==> src/rtl/fetch_queue.sv <==
// F/D instruction queue: circular buffer of {pc, ir} pairs; one-cycle push-to-head latency, one push and one pop per cycle.
// Fetch is held off only by registered full; decode stalls never reach full combinationally.
module fetch_queue #(
  parameter int DEPTH = 2
) (
  input  logic                     clk,
  input  logic                     reset,
  input  logic                     push,
  input  logic [31:0]              pc_F,
  input  logic [31:0]              IR_F,
  input  logic                     stall_D,
  input  logic                     flush,
  output logic                     full,
  output logic                     valid_D,
  output logic [31:0]              pc_D,
  output logic [31:0]              pc4_D,
  output logic [31:0]              IR_D,
  output logic [$clog2(DEPTH):0]   count
);

  localparam int AW = $clog2(DEPTH);
  localparam logic [AW-1:0] PTR_ONE  = 1;
  localparam logic [AW:0]   CNT_ONE  = 1;
  localparam logic [AW:0]   CNT_FULL = DEPTH[AW:0];

  typedef struct packed {
    logic [31:0] pc;
    logic [31:0] ir;
  } entry_t;

  entry_t          mem [DEPTH];
  entry_t          head;
  logic [AW-1:0]   rp, wp, rp_next, wp_next;
  logic [AW:0]     cnt, cnt_next;
  logic            push_ok, pop;

  assign full    = (cnt == CNT_FULL);
  assign valid_D = (cnt != '0);
  assign push_ok = push & ~full & ~flush;
  assign pop     = valid_D & ~stall_D & ~flush;

  // Flush wins over everything; push while full is dropped even if a pop frees a slot.
  always_comb begin
    rp_next  = rp;
    wp_next  = wp;
    cnt_next = cnt;
    if (flush) begin
      rp_next  = '0;
      wp_next  = '0;
      cnt_next = '0;
    end else begin
      if (push_ok) wp_next = wp + PTR_ONE;
      if (pop)     rp_next = rp + PTR_ONE;
      case ({push_ok, pop})
        2'b10:   cnt_next = cnt + CNT_ONE;
        2'b01:   cnt_next = cnt - CNT_ONE;
        default: cnt_next = cnt;
      endcase
    end
  end

  always_ff @(posedge clk or negedge reset) begin
    if (!reset) begin
      rp  <= '0;
      wp  <= '0;
      cnt <= '0;
    end else begin
      rp  <= rp_next;
      wp  <= wp_next;
      cnt <= cnt_next;
    end
  end

  // Storage is deliberately not reset; count gates every read.
  always_ff @(posedge clk) begin
    if (push_ok) mem[wp] <= {pc_F, IR_F};
  end

  assign head  = mem[rp];
  assign pc_D  = valid_D ? head.pc : 32'h0;
  assign IR_D  = valid_D ? head.ir : 32'h0;
  assign pc4_D = pc_D + 32'd4;
  assign count = cnt;

endmodule

==> config.mk <==
export PLATFORM = sky130hd
export DESIGN_NAME = fetch_queue
export DESIGN_NICKNAME = d
export VERILOG_FILES = /design/src/rtl/fetch_queue.sv
export SDC_FILE = /design/constraint.sdc
export NUM_CORES = 1
export LEC_CHECK = 0
export ABC_CLOCK_PERIOD_IN_PS = 6450
export BUFFER_PORTS_ARGS = -buffer_cell sky130_fd_sc_hd__buf_2
export CORE_MARGIN = 2
export CORE_UTILIZATION = 30
export DETAILED_ROUTE_END_ITERATION = 16
export PLACE_DENSITY = 0.49
export SKIP_CTS_REPAIR_TIMING = 1
export SYNTH_ARGS = -nofsm -noshare
export SYNTH_HDL_FRONTEND = slang
export SYNTH_SLANG_ARGS = --single-unit
==> constraint.sdc <==
create_clock -name clk -period 6.45 [get_ports clk]
set_clock_uncertainty 0.1 [all_clocks]
set_input_delay 0.645 -clock clk [delete_from_list [all_inputs] [get_ports clk]]
set_output_delay 0.645 -clock clk [all_outputs]
set_load 0.01 [all_outputs]
==> flow_summary.toml <==
[min_path]
hold_start = "IR_F[23]"
hp-class = "input port to flip-flop"

[logic_synthesis]
synthSimpleGateAreaFrac = 0.1131
synth_fp_nets = 466
yosysMostFrequentCell = "edfxtp_1"
avgSynthCellArea_um2 = 14.45
synth_compound_area_frac = 0.01859
yosys_warnings = 0
synth-xor-area-share = 0.04439
synthAdderAreaFrac = 0.002187
netlist_top_cells_count = "128 x edfxtp_1, 68 x nor2_1, 61 x mux2i_1"
ys_seq_area_frac = 0.6893
yosys_register_bits = 132
synth.top_cell.area_share = 0.6718
synth_area_um2 = 5722
synth_top_family_by_area = "simple AND/OR/NAND/NOR gates"
synth_mux_area_frac = 0.1087
ys.flop_type = "edfxtp_1"
synth_cell_type_count = 42
synth_top_area_cell = "edfxtp_1"
synthCells = 396
synth_area_leaders = "edfxtp_1 67%, mux2i_1 11%, nor2_1 4.5%"
async_flop_share = 0.03030
synth_edf_count = 128

[worst_setup_path]
crit_chain = "mux2i_1, a211oi_2, nand4_2, nor4_4, or4b_1, xnor2_1, buf_2"
slowest_stage = "dfrtp_4"
cp.arrival_ns = 3.25
critPathRequiredTime_ns = 5.70
crit_start = "rp"
endpoint_kind = "primary output"
timing.setup.critical_path_class = "flip-flop to primary output"
crit_path_start_kind = "flip-flop"
cp_slowest_stage_delay_ns = 0.81
cp_max_fo = 44
regToRegStartpoint = "count[0]"

[route]
first_pass_iters = 4
drtIter0Drc = 163
vias_per_cell = 4.606
drc = 0
postRouteAntennaNets = 0
dr_total_vias = 3768
routed_wirelength_um = 13180
route.detailed.wl_per_inst_um = 16.12

[grt]
grt.total_usage = 0.1321
grt_max_degree = 65
antenna_found_initial = 2
grt_pass1_wl_um = 20220
grt_remaining_overflow = 0
first_global_vias = 3834

[pwr]
peakVddDrop_uv = 187.8
p_leak_uw = 0.002889
power_density_nw_per_um2 = 287.5
total_power_uw = 2122

[clocking]
cts_made_buffers = 17
cts_max_path_buffers = 2
htreeDepth = 4
clk_pin_slew_worst_paths_ns = 0.06
cts.sink_count = 132
clk_latency_ns = 0.41
cts_root_buf = "clkbuf_16"
tritoncts = "yes"

[floorplanning]
ios = 169
die_y_um = 142.1
dieArea_um2 = 20190
rows = 50
die_w_um = 142.1
core_area_um2 = 18710
initial_core_util = 0.3059

[sta]
setup_ws_ns = 2.457
layout_min_cycle_time_ns = 3.993
fin_setup_tns_ns = 0
finalHoldViolations = 0
max_freq_mhz = 250.5
max-slew-margin-rel = 0.4077
setup_viol = 0
period_share = 0.6190
rsz0062_at_grt = "false"
drv_slew = 0
worst_slew_pin_slew_ns = 0.8884

[job]
cap_violations = 0

[cells_and_area]
final_layout_size_suffix_gt1_frac = 0.3763
final_util = 0.3946
fin_nets = 639
syn2layout_area_growth_pct = 29.02
fillers = 1787
multi_input_area_um2 = 1659
final_area_um2 = 7382
regArea_um2 = 3948

[place]
routabilityCongestion = 0.8151
postPlaceCellArea_um2 = 6800
dpl.hpwl_um = 9078
io_buffers = 168
place_ws_ns = 2.868

[status]
status = "complete, no violations"
[power breakdown]
group	internal, uW	switching, uW	total (uW)
combinational	82.0	127	209
clock	564	351	915
sequential	982	16.8	998
[per-layer routing]
| metal | wire [um] | up-vias | GRT usage |
|---|---|---|---|
| li1 | - | 1802 | - |
| met1 | 5759 | 1789 | 0.1671 |
| met2 | 5906 | 154 | 0.2019 |
| met3 | 1276 | 21 | 0.05451 |
| met4 | 225 | 2 | 0.05211 |
| met5 | 16 | - | 0 |
[worst max-delay path: cells and delay by family (launching register included)]
family                    cells  cell delay, ns
AOI/OAI and AO/OA             1            0.32
and+or+nand+nor               3            1.14
xor gates and xnor gates      1            0.14
DFF                           1            0.81
muxes                         1            0.26
buffers and inverters         1            0.14
[sequential cells by signal (all words and copies together), names as in the netlist]
| name | count |
|---|---|
| rp | 1 |
| wp | 1 |
| mem | 128 |
| count | 2 |
[layout make-up]
type / count / area share
well taps: 234 / 0.03966
flip-flops and latches: 132 / 0.5347
multi-input cells: 238 / 0.2247
inverters: 6 / 0.003051
clock buffers: 18 / 0.05814
diodes: 2 / 0.0006780
clock inverters: 14 / 0.01864
repair buffers: 174 / 0.1203
[layout by cell type, fill, tap and decap left out, drive strengths merged, types with 5 or more instances in the layout]
master	synthesis	routed
edfxtp	128	128
nor3	11	11
xor2	13	13
clkinvlp	0	5
xnor2	16	16
mux2i	61	61
nand3	17	17
inv	6	7
o21ai	5	5
clkinv	0	6
buf	13	173
nand2	11	11
clkbuf	7	18
nor2	70	70
[final timing paths]
kind | cells after the start | endpoint | slack, ns
max in group asynchronous | 2 | rp | 5.64
min | 1 | mem[0][23] | 0.32
max | 7 | pc4_D[31] | 2.46
max reg2reg | 4 | mem[1][50] | 4.25
min in group asynchronous | 2 | count[1] | 0.47
min reg2reg | 2 | wp | 0.49
[metrics by stage]
step           hold slack, ns  std cells
2_1_floorplan          0.2494        396
3_3_place_gp           0.3597        783
3_5_place_dp           0.3564        783
4_1_cts              -0.09354        815
5_1_grt                0.2949        816
6_report               0.3157        818
[cell families (layout without fill, tap and decap cells)]
group | Yosys count | count (layout)
flip-flops | 132 | 132
multiplexers | 62 | 62
XOR/XNOR | 29 | 29
adder cells (fa/ha/maj) | 1 | 1
AND/OR/NAND/NOR | 131 | 131
buffers and inverters | 26 | 212
AO/OA/AOI/OAI | 15 | 15
other | 0 | 2
Power figures use the tool's default switching activity.
